[config.mk]
export PLATFORM = sky130hd
export DESIGN_NAME = pipeline_ctrl
export DESIGN_NICKNAME = d
export VERILOG_FILES = /design/src/rtl/pipeline_ctrl.sv
export SDC_FILE = /design/constraint.sdc
export NUM_CORES = 1
export LEC_CHECK = 0
export ABC_AREA = 1
export BUFFER_PORTS_ARGS = -buffer_cell sky130_fd_sc_hd__buf_4
export CORE_UTILIZATION = 62
export CTS_CLUSTER_SIZE = 8
export DETAILED_ROUTE_END_ITERATION = 10
export PLACE_DENSITY_LB_ADDON = 0.05
export SLEW_MARGIN = 20
export SYNTH_ARGS = -nofsm -noshare
export SYNTH_HDL_FRONTEND = slang
export SYNTH_SLANG_ARGS = --single-unit
[constraint.sdc]
create_clock -name clk -period 5.4 [get_ports clk]
set_input_delay 1.35 -clock clk [delete_from_list [all_inputs] [get_ports clk]]
set_output_delay 1.35 -clock clk [all_outputs]
set_load 0.01 [all_outputs]
[src/rtl/pipeline_ctrl.sv]
// Central stall/flush scheduler: load-use bubbles, mul/div hold in EX, taken-branch flushes.
// Latency: outputs are combinational from state + inputs. Backpressure: the mul/div busy window freezes the front end until done or timeout.
module pipeline_ctrl #(
    parameter int MD_TIMEOUT = 32,
    parameter int CNT_W      = 32
) (
    input  logic             clk,
    input  logic             rst_n,
    input  logic             ID_EX_MemRead,
    input  logic [4:0]       ID_EX_RegisterRd,
    input  logic [4:0]       IF_ID_RegisterRs1,
    input  logic [4:0]       IF_ID_RegisterRs2,
    input  logic             ex_branch_taken,
    input  logic             ex_md_valid,
    input  logic             md_done,
    input  logic             cnt_clear,
    output logic             PCEnable,
    output logic             IF_ID_writeEnable,
    output logic             ID_EX_writeEnable,
    output logic             ControlEnable,
    output logic             EX_MEM_ControlEn,
    output logic             IF_ID_flush,
    output logic             ID_EX_flush,
    output logic             md_start,
    output logic             md_timeout,
    output logic [CNT_W-1:0] stall_count,
    output logic [CNT_W-1:0] flush_count
);

    localparam int MDC_W = $clog2(MD_TIMEOUT + 1);
    localparam logic [MDC_W-1:0] MD_LIMIT = MDC_W'(MD_TIMEOUT);

    typedef enum logic {RUN, MD_BUSY} state_t;

    state_t           state_q, state_d;
    logic [MDC_W-1:0] md_cnt_q, md_cnt_d;
    logic [CNT_W-1:0] stall_q, stall_d;
    logic [CNT_W-1:0] flush_q, flush_d;

    logic load_use;
    logic pc_en, ifid_we, idex_we, ctrl_en, exmem_en;
    logic ifid_fl, idex_fl, start_p, timeout_p;
    logic flush_inc;

    assign load_use = ID_EX_MemRead && (ID_EX_RegisterRd != 5'd0) &&
                      ((ID_EX_RegisterRd == IF_ID_RegisterRs1) ||
                       (ID_EX_RegisterRd == IF_ID_RegisterRs2));

    always_comb begin
        state_d   = state_q;
        md_cnt_d  = md_cnt_q;
        pc_en     = 1'b1;
        ifid_we   = 1'b1;
        idex_we   = 1'b1;
        ctrl_en   = 1'b1;
        exmem_en  = 1'b1;
        ifid_fl   = 1'b0;
        idex_fl   = 1'b0;
        start_p   = 1'b0;
        timeout_p = 1'b0;
        flush_inc = 1'b0;
        case (state_q)
            RUN: begin
                if (ex_branch_taken) begin
                    ifid_fl   = 1'b1;
                    idex_fl   = 1'b1;
                    flush_inc = 1'b1;
                end else if (ex_md_valid) begin
                    start_p = 1'b1;
                    // A unit that answers in the same cycle needs no hold at all.
                    if (!md_done) begin
                        pc_en    = 1'b0;
                        ifid_we  = 1'b0;
                        idex_we  = 1'b0;
                        exmem_en = 1'b0;
                        md_cnt_d = MDC_W'(1);
                        state_d  = MD_BUSY;
                    end
                end else if (load_use) begin
                    pc_en   = 1'b0;
                    ifid_we = 1'b0;
                    ctrl_en = 1'b0;
                end
            end
            MD_BUSY: begin
                if (md_done) begin
                    md_cnt_d = '0;
                    state_d  = RUN;
                end else if (md_cnt_q == MD_LIMIT) begin
                    timeout_p = 1'b1;
                    md_cnt_d  = '0;
                    state_d   = RUN;
                end else begin
                    pc_en    = 1'b0;
                    ifid_we  = 1'b0;
                    idex_we  = 1'b0;
                    exmem_en = 1'b0;
                    md_cnt_d = md_cnt_q + MDC_W'(1);
                end
            end
            default: begin
                md_cnt_d = '0;
                state_d  = RUN;
            end
        endcase
    end

    always_comb begin
        stall_d = stall_q;
        flush_d = flush_q;
        if (cnt_clear) begin
            stall_d = '0;
            flush_d = '0;
        end else begin
            if (!pc_en && !(&stall_q)) stall_d = stall_q + CNT_W'(1);
            if (flush_inc && !(&flush_q)) flush_d = flush_q + CNT_W'(1);
        end
    end

    always_ff @(posedge clk or negedge rst_n) begin
        if (!rst_n) begin
            state_q  <= RUN;
            md_cnt_q <= '0;
            stall_q  <= '0;
            flush_q  <= '0;
        end else begin
            state_q  <= state_d;
            md_cnt_q <= md_cnt_d;
            stall_q  <= stall_d;
            flush_q  <= flush_d;
        end
    end

    // Held in reset, every control output is forced low without waiting for a clock.
    assign PCEnable          = rst_n & pc_en;
    assign IF_ID_writeEnable = rst_n & ifid_we;
    assign ID_EX_writeEnable = rst_n & idex_we;
    assign ControlEnable     = rst_n & ctrl_en;
    assign EX_MEM_ControlEn  = rst_n & exmem_en;
    assign IF_ID_flush       = rst_n & ifid_fl;
    assign ID_EX_flush       = rst_n & idex_fl;
    assign md_start          = rst_n & start_p;
    assign md_timeout        = rst_n & timeout_p;
    assign stall_count       = stall_q;
    assign flush_count       = flush_q;

endmodule

### Word level (Yosys, flattened, before mapping)

Cells that the tools add are included.

* output and inout bits: 73
* memory bits (writable): 0
* memories kept: 0
* bits in latches: 0
* bits in read-only memories: 0
* bits of input ports: 22
* register bits: 71
* word-level logic and storage cells: 70

* reduce and logical (&&, ||, !) cells: 14
* equal/unequal tests: 6
* multipliers: 0
* $add $sub $neg: 3
* bitwise operators: 7
* shift operators: 0
* muxes and demuxes: 36
* magnitude comparators: 0
* divide/modulo/power cells: 0

Operators by type and width (count)
* $mux W32: 4
* $add A32 B1 Y32 const B: 2
* $reduce_and A32 Y1: 2
* $mux W6: 5
* $mux W1: 23
* $pmux W6 S2: 1
* $eq A5 B5 Y1: 2
* $add A6 B1 Y6 const B: 1
* $and A1 B1 Y1: 6
* $eq A6 B6 Y1 const B: 1
* $ne A2 B2 Y1 const B: 3
* $pmux W1 S2: 3
* $reduce_bool A5 Y1: 1
* $logic_and A1 B1 Y1: 4
* $reduce_bool A2 Y1: 2
* $logic_not A1 Y1: 3
* $reduce_and A3 Y1: 1
* $logic_or A1 B1 Y1: 1
* $not A1 Y1: 1

### Logic depth before layout (Yosys ltp)

Gate-level depths: netlist (run 1).

* depth in word-level cells: 11
* gate-level depth with buffers: 12

### Worst setup path after synthesis (run 1)

No wires, ideal clock.

* kind: input-to-output
* start: input port ID_EX_RegisterRd[3]
* end: output port PCEnable
* arrival time: 2.419 ns
* path slack: 1.631 ns
* buffers on the path: 2
* cell stages on the path: 11
* cells stage by stage: inv_1 > nand2_1 > nand2_1 > nor2_1 > nand3_1 > nand2_1 > nand2_1 > nand2_1 > buf_2 > nor2_1 > buf_4

* cells in the longest elaborated chain, start to end: 8

Ends and longest elaborated chain
* start, declared: line 10 `input logic [4:0] ID_EX_RegisterRd,`
* $eq A5 B5 Y1, or another cell as far along: line 46 `((ID_EX_RegisterRd == IF_ID_RegisterRs1) ||`
* $logic_or A1 B1 Y1 or $logic_and A1 B1 Y1 (tied branches): line 46, 45
* $logic_and A1 B1 Y1 *: line 45 `assign load_use = ID_EX_MemRead && (ID_EX_RegisterRd != 5'd0) &&`
* $mux W1 * (3 in series)
* $pmux W1 S2 *
* $and A1 B1 Y1 *
* end, declared: line 17 `output logic PCEnable,`

Every way passes the cells marked *; elsewhere a longest branch is shown, timed or not.

### Worst setup path in the final report (run 1)

* start: input port rst_n
* end: output port IF_ID_flush

* cells in the longest elaborated chain, start to end: 1

Ends and longest elaborated chain
* start, declared: line 8 `input logic rst_n,`
* $and A1 B1 Y1: line 140 `assign IF_ID_flush = rst_n & ifid_fl;`
* end, declared: line 22 `output logic IF_ID_flush,`

Every way passes these cells.

==> results.json, run 1 <==
{
  "worst_path_max_delay_cell": "buf_4",
  "min_to": "md_cnt_q[5]$_DFFE_PN0P_",
  "antenna_cells": 0,
  "drv_cap": 0,
  "p_per_area_nw_per_um2": 172.0,
  "hold_ws_ns": 0.4847,
  "required_ns": 4.05,
  "viasPerCell": 5.605,
  "drt-initial-drc-count": 419,
  "synth_nets": 852,
  "syn_area_um2": 5353,
  "coreArea_um2": 8299,
  "synth.distinct_cells": 32,
  "ios": 95,
  "fin_ws_ns": 1.658,
  "fmax_ghz": 0.2672,
  "ys_seq_area_share_pct": 33.19,
  "grt.overflow.total": 0,
  "wl_met1_um": 6583,
  "cts_root_buf": "clkbuf_8",
  "antenna_found_initial": 0,
  "path_cells": "buf_4, inv_1, nor3_1, buf_4",
  "finalSetupTns_ns": 0,
  "clockPowerShare_pct": 36.9,
  "synth_top_area_share_pct": 33.19,
  "area.growth.synth_to_final_pct": 16.04,
  "placementRows": 33,
  "chipHeight_um": 94.92,
  "r2r_slack_ns": 2.63,
  "critPathMaxFanout": 32,
  "dp_hpwl_um": 10670,
  "synth_warnings": 0,
  "setup_viol": 0,
  "syn_area_per_cell_um2": 6.480,
  "rsz0062_at_grt": "false",
  "grt_pass1_wl_um": 24080,
  "ys_seq_elements": 71,
  "drtAntennaViolNets": 0,
  "drc": 0,
  "fin_util_pct": 74.84,
  "end_kind": "output port",
  "cp.arrival_ns": 2.39,
  "sw_frac_of_total_pct": 29.29,
  "postCtsSetupRepairBufs": 0,
  "p_leak_nw": 3.147,
  "drtPass1Iterations": 5,
  "syn-instance-count": 826,
  "fin_crit_ns": 3.742,
  "worstMarginPinSlew_ns": 1.001,
  "min_path_cells": 1,
  "wl_per_cell_um": 14.22,
  "grtUsageTotal_pct": 34.03,
  "status": "complete, no violations",
  "nets": 934,
  "cp_slowest_stage_delay_ns": 0.34,
  "hold_buffers": 0,
  "multiInputGateArea_um2": 2990,
  "cp-start-kind": "primary input",
  "fill_cells": 659,
  "crit_type": "in2out",
  "final.setup_skew_ns": 0.01265,
  "clk_pin_slew_worst_paths_ns": 0.08,
  "min_from": "md_cnt_q[5]$_DFFE_PN0P_",
  "gp_congestion": 0.9590,
  "dieArea_um2": 9009,
  "power_switching_mw": 0.3129,
  "internal_power_mw": 0.7552,
  "cts_tree": "built",
  "routed_wl_um": 14480,
  "reg2reg_to": "stall_count[9]$_DFFE_PN0P_",
  "dr.max_layer_used": "met4",
  "worst_path_most_repeated_cell": "buf_4",
  "grt_pass1_vias": 5288,
  "io_buffers": 94,
  "clkLatencyLatePin_ns": 0.36,
  "synthTopCellsByArea": "dfrtp_1 (33%), nand2_1 (19%), nand3_1 (8.5%), nor2_1 (8.1%), inv_1 (6.9%)",
  "cts-resized-gates": 0,
  "drv_slew": 0,
  "grt_max_degree": 60,
  "dp_worst_setup_slack_ns": 1.623,
  "cts_sinks": 71,
  "cp_top_family": "buffers and inverters",
  "hold_path_class": "reg2reg",
  "rr_startpoint": "stall_count[0]$_DFFE_PN0P_",
  "slew_headroom_pct": 33.15,
  "yosys.area.top_type": "dfrtp_1",
  "cts_buffers": 9,
  "hold_viol": 0,
  "crit_buf_inv": 3,
  "final-seq-area_um2": 1777,
  "start_util_pct": 64.50,
  "final.period_utilization_pct": 69.30,
  "htreeDepth": 3,
  "wl_met2_um": 6448,
  "met3_length_um": 1240,
  "worst_r2r_path_depth": 9,
  "fp.dieW_um": 94.92,
  "drive_gt1_share_pct": 17.31,
  "seqPwrFrac_pct": 51.3,
  "p_comb_share_pct": 11.8,
  "p_total_mw": 1.068,
  "vias": 5706,
  "ir_drop_mv": 0.1427,
  "clockBufferDepth": 2
}
[logic make-up (layout without fill, tap and decap cells)]
logic type,count (synthesis),in the layout,synth area share (%)
AND/OR/NAND/NOR,554,554,45.98
flip-flops,71,71,33.19
XOR/XNOR,28,28,4.581
adder cells (fa/ha/maj),4,4,0.9351
buffers and inverters,132,219,10.94
AO/OA/AOI/OAI,37,37,4.371
[through the flow]
step | instance area, um^2 | cells
finish | 6211 | 1018
global route | 6211 | 1018
CTS | 6211 | 1018
detailed placement | 6037 | 1002
global placement | 6037 | 1002
floorplan | 5353 | 826
[cells in the mapped netlist (all sizes together)]
| cell | instances |
|---|---|
| a21oi | 7 |
| xnor2 | 17 |
| xor2 | 11 |
| nor2 | 120 |
| clkbuf | 1 |
| clkinv | 2 |
| buf | 25 |
| ha | 4 |
| nor3b | 1 |
| o21ai | 30 |
| nand3 | 91 |
| nand4 | 39 |
| nor3 | 20 |
| inv | 104 |
| dfrtp | 71 |
| nand2 | 282 |
| nor4 | 1 |
[area by class of cell]
class	count	share of cell area, %
clock buffers	10	2.216
clock inverters	6	0.5842
inverters	106	6.608
multi-input cells	623	48.15
flip-flops and latches	71	28.61
well taps	105	2.115
repair buffers	97	11.72
[power groups by stage]
stage               Sequential, mW  Combinational (mW)  Clock, mW
global route                 0.550               0.141      0.414
detailed placement           0.559               0.125          0
finish                       0.548               0.126      0.394
CTS                          0.548               0.126      0.394
floorplan                    0.558              0.0823          0
global placement             0.558               0.120          0
[registers in the layout, indices dropped and copies added, names as in the netlist]
name / count
stall_count: 32
flush_count: 32
state_q: 1
md_cnt_q: 6
[layer usage]
layer	vias to the layer above	global-route usage, %
li1	2778	-
met1	2647	48.49
met2	259	51.92
met3	22	6.361
met4	0	10.73
met5	-	0
[placed cells by master, fill, tap and decap left out, drive strengths merged, types with 4 or more instances in the layout]
cell type  synthesis  final
nand2            282    282
nor2             120    120
inv              104    104
buf               25     97
nand3             91     91
dfrtp             71     71
nand4             39     39
o21ai             30     30
nor3              20     20
xnor2             17     17
xor2              11     11
clkbuf             1     10
a21oi              7      7
clkinv             2      7
ha                 4      4
[worst max path at each step]
| stage | endpoint | slack [ns] | start | depth (start not counted) |
|---|---|---|---|---|
| global placement | md_timeout | 1.74 | rst_n | 4 |
| detailed placement | IF_ID_flush | 1.62 | rst_n | 4 |
| finish | IF_ID_flush | 1.66 | rst_n | 4 |
| global route | IF_ID_flush | 1.50 | rst_n | 4 |
| CTS | IF_ID_flush | 1.61 | rst_n | 4 |
| floorplan | PCEnable | 1.63 | ID_EX_RegisterRd[3] | 11 |
No activity file was read; power rests on OpenSTA's default activity.
==> inputs of run 2 (changes only) <==
Settings changed: ABC_AREA 1 to 0, CORE_UTILIZATION 62 to 49.
Clock period 5.4 ns to 3.1 ns, I/O delays scaled along.
==> run 2 against run 1 <==
- die area is 0.87% lower
- sequential share of layout area is 5.7 points higher
- cell area is 17% lower
- combinational power is 39% higher
- critical endpoint is now PCEnable
==> results.json, run 2 <==
{
  "vias": 3898,
  "fin_util_pct": 62.71,
  "cp-start-kind": "register",
  "gp_congestion": 0.8046,
  "io_buffers": 94,
  "drtAntennaViolNets": 0,
  "fin_ws_ns": 0.2008,
  "worst-path-stages": 7,
  "drt-initial-drc-count": 206,
  "area.growth.synth_to_final_pct": 23.52,
  "path_cells": "inv_1, ha_1, and3_4, a221o_4, and2_1, nor2b_1, buf_4",
  "multiInputGateArea_um2": 2265,
  "internal_power_mw": 1.454,
  "cp_slowest_stage_delay_ns": 0.42,
  "cts_buffers": 9,
  "final.setup_skew_ns": 0.009128,
  "p_per_area_nw_per_um2": 373.4,
  "ir_drop_mv": 0.2567,
  "seqPwrFrac_pct": 49.4,
  "drv_slew": 0,
  "nets": 586,
  "critPathMaxFanout": 8,
  "drive_gt1_share_pct": 23.40,
  "worst_path_max_delay_cell": "dfrtp_1",
  "status": "complete, no violations",
  "syn_area_per_cell_um2": 8.959,
  "required_ns": 2.32,
  "fp.dieW_um": 94.50,
  "ys_async_sr_fraction_pct": 100.0,
  "cp_top_family": "simple AND/OR/NAND/NOR gates",
  "grt_pass1_vias": 3576,
  "endpoint": "PCEnable",
  "htreeDepth": 3,
  "ys_seq_elements": 71,
  "drtPass1Iterations": 4,
  "muxShareOfSynthArea_pct": 1.522,
  "clkLatencyLatePin_ns": 0.35,
  "fin_crit_ns": 2.899,
  "ios": 95,
  "most-common-layout-cells": "buf_4 (101), dfrtp_1 (71), nor2_1 (60)",
  "stdcell_area_um2": 5179,
  "dp_worst_setup_slack_ns": 0.1883,
  "clockBufferDepth": 2,
  "antenna_found_initial": 0,
  "dp_cells": 654,
  "syn_area_um2": 4193,
  "antenna_cells": 0,
  "hold_viol": 0,
  "coreArea_um2": 8258,
  "dieArea_um2": 8930,
  "chipHeight_um": 94.50,
  "p_leak_nw": 2.207,
  "grtUsageTotal_pct": 23.87,
  "setup_viol": 0,
  "grt.overflow.total": 0,
  "synthTopCellsByArea": "dfrtp_1 (42%), xnor2_1 (6.7%), nor2_1 (5.4%), nand3_1 (4.2%), nand4_1 (3.6%)",
  "start_util_pct": 50.77,
  "synth.distinct_cells": 48,
  "cts_tree": "built",
  "ys_seq_area_share_pct": 42.38,
  "cts_root_buf": "clkbuf_8",
  "cts-resized-gates": 0,
  "finalSetupTns_ns": 0,
  "synth_xor_area_share_pct": 9.191,
  "p_comb_share_pct": 9.0,
  "viasPerCell": 5.827,
  "rr_startpoint": "stall_count[0]$_DFFE_PN0P_",
  "crit_buf_inv": 2,
  "hold_buffers": 0,
  "reg2reg_to": "stall_count[20]$_DFFE_PN0P_",
  "placementRows": 33,
  "grt_max_degree": 69,
  "rsz0062_at_grt": "false",
  "final-seq-area_um2": 1777,
  "drc": 0,
  "postCtsSetupRepairBufs": 0,
  "worst_r2r_path_depth": 7,
  "synth_most_common_cell": "dfrtp_1",
  "yosys-top-cells-count": "dfrtp_1 (71), nor2_1 (60), nand3_1 (35)",
  "stdcell_count": 669,
  "slew_headroom_pct": 49.01,
  "ys.flop_type": "dfrtp_1",
  "clockPowerShare_pct": 41.6,
  "synth_compound_area_share_pct": 11.22,
  "synth_warnings": 0,
  "drv_cap": 0,
  "crit_type": "reg2out",
  "fmax_ghz": 0.3449,
  "cts_sinks": 71,
  "wl_per_cell_um": 15.16,
  "worstMarginPinSlew_ns": 0.7579,
  "synth_top_area_share_pct": 42.38,
  "clk_pin_slew_worst_paths_ns": 0.08,
  "power_switching_mw": 0.4802,
  "yosys.area.top_type": "dfrtp_1",
  "dp_hpwl_um": 7142,
  "placed_area_um2": 4969,
  "sw_frac_of_total_pct": 24.83,
  "cp.arrival_ns": 2.12,
  "synthSimpleGateAreaFrac_pct": 30.89,
  "grt_pass1_wl_um": 16750,
  "fill_cells": 718,
  "r2r_slack_ns": 0.47,
  "final.period_utilization_pct": 93.52,
  "synth_nets": 494,
  "end_kind": "output port",
  "routed_wl_um": 10140,
  "syn-instance-count": 468,
  "mostFrequentLayoutCell": "buf_4",
  "synth_top_family_by_area": "simple AND/OR/NAND/NOR gates",
  "synthAdderAreaFrac_pct": 1.194,
  "hold_path_class": "in2async",
  "synth_edf_count": 0,
  "cp-startpoint": "md_cnt_q[0]$_DFFE_PN0P_"
}
-- run 2: changes by cell type after synthesis, moves of 12 or more --
cell     previous run  this run
a21oi_1             7        25
and3_1              0        14
inv_1              98        10
nand2_1           269        27
nand3_1            91        35
nand4_1            38        24
nor2_1            115        60
o21ai_0            10        22
o21ai_2            13         0
or4_1               0        14
xnor2_1            17        32
-- run 2: per-layer routing --
layer  track usage, %  routed length, um  vias to the layer above
met2            39.55               5050                       83
met3            3.704                404                        9
met1            31.48               4576                     1921
li1                 -                  -                     1885
met5                0                  0                        -
met4            8.965                108                        0
-- run 2: worst register-to-register path, cell delays in order, from the launching register on --
cell      delay (ns)
dfrtp_1         0.47
ha_1            0.22
nand3_1         0.29
or4_1           0.55
a221oi_2        0.35
nand2_1         0.11
nor3_1          0.18
mux2_2          0.36
-- run 2: cell type report --
type	instances	share of cell area, %
Clock buffer	9	2.392
Clock inverter	6	1.667
Inverter	10	0.7248
Multi-Input combinational cell	367	43.73
Sequential cell	71	34.31
Tap cell	105	2.537
Timing Repair Buffer	101	14.64
-- run 2: worst min-delay path by stage --
| stage | end | startpoint | cells past startpoint | slack (ns) |
|---|---|---|---|---|
| 2_1_floorplan | md_cnt_q[4]$_DFFE_PN0P_ | md_cnt_q[4]$_DFFE_PN0P_ | 1 | 0.47 |
| 3_3_place_gp | md_cnt_q[4]$_DFFE_PN0P_ | md_cnt_q[4]$_DFFE_PN0P_ | 1 | 0.50 |
| 3_5_place_dp | md_cnt_q[4]$_DFFE_PN0P_ | md_cnt_q[4]$_DFFE_PN0P_ | 1 | 0.50 |
| 4_1_cts | md_cnt_q[3]$_DFFE_PN0P_ | rst_n | 1 | 0.33 |
| 5_1_grt | md_cnt_q[4]$_DFFE_PN0P_ | rst_n | 1 | 0.35 |
| 6_report | md_cnt_q[3]$_DFFE_PN0P_ | rst_n | 1 | 0.33 |
-- run 2: logic make-up (layout without fill, tap and decap cells) --
kind of cell / after synthesis / after routing
AO/OA/AOI/OAI: 72 / 72
XOR/XNOR: 44 / 44
adder cells (fa/ha/maj): 4 / 4
buffers and inverters: 30 / 126
flip-flops: 71 / 71
multiplexers: 6 / 6
AND/OR/NAND/NOR: 241 / 241
-- run 2: per-stage QoR --
step / power [mW] / hold slack [ns]
2_1_floorplan: 1.069 / 0.4656
3_5_place_dp: 1.149 / 0.5009
4_1_cts: 1.948 / 0.3337
6_report: 1.934 / 0.3307
5_1_grt: 2.017 / 0.3463
3_3_place_gp: 1.145 / 0.4979
-- run 2: power by group through the flow --
| stage | Sequential, mW | Clock [mW] | Combinational [mW] |
|---|---|---|---|
| 2_1_floorplan | 0.969 | 0 | 0.100 |
| 3_3_place_gp | 0.972 | 0 | 0.173 |
| 3_5_place_dp | 0.972 | 0 | 0.176 |
| 4_1_cts | 0.954 | 0.817 | 0.177 |
| 5_1_grt | 0.956 | 0.865 | 0.195 |
| 6_report | 0.955 | 0.804 | 0.175 |
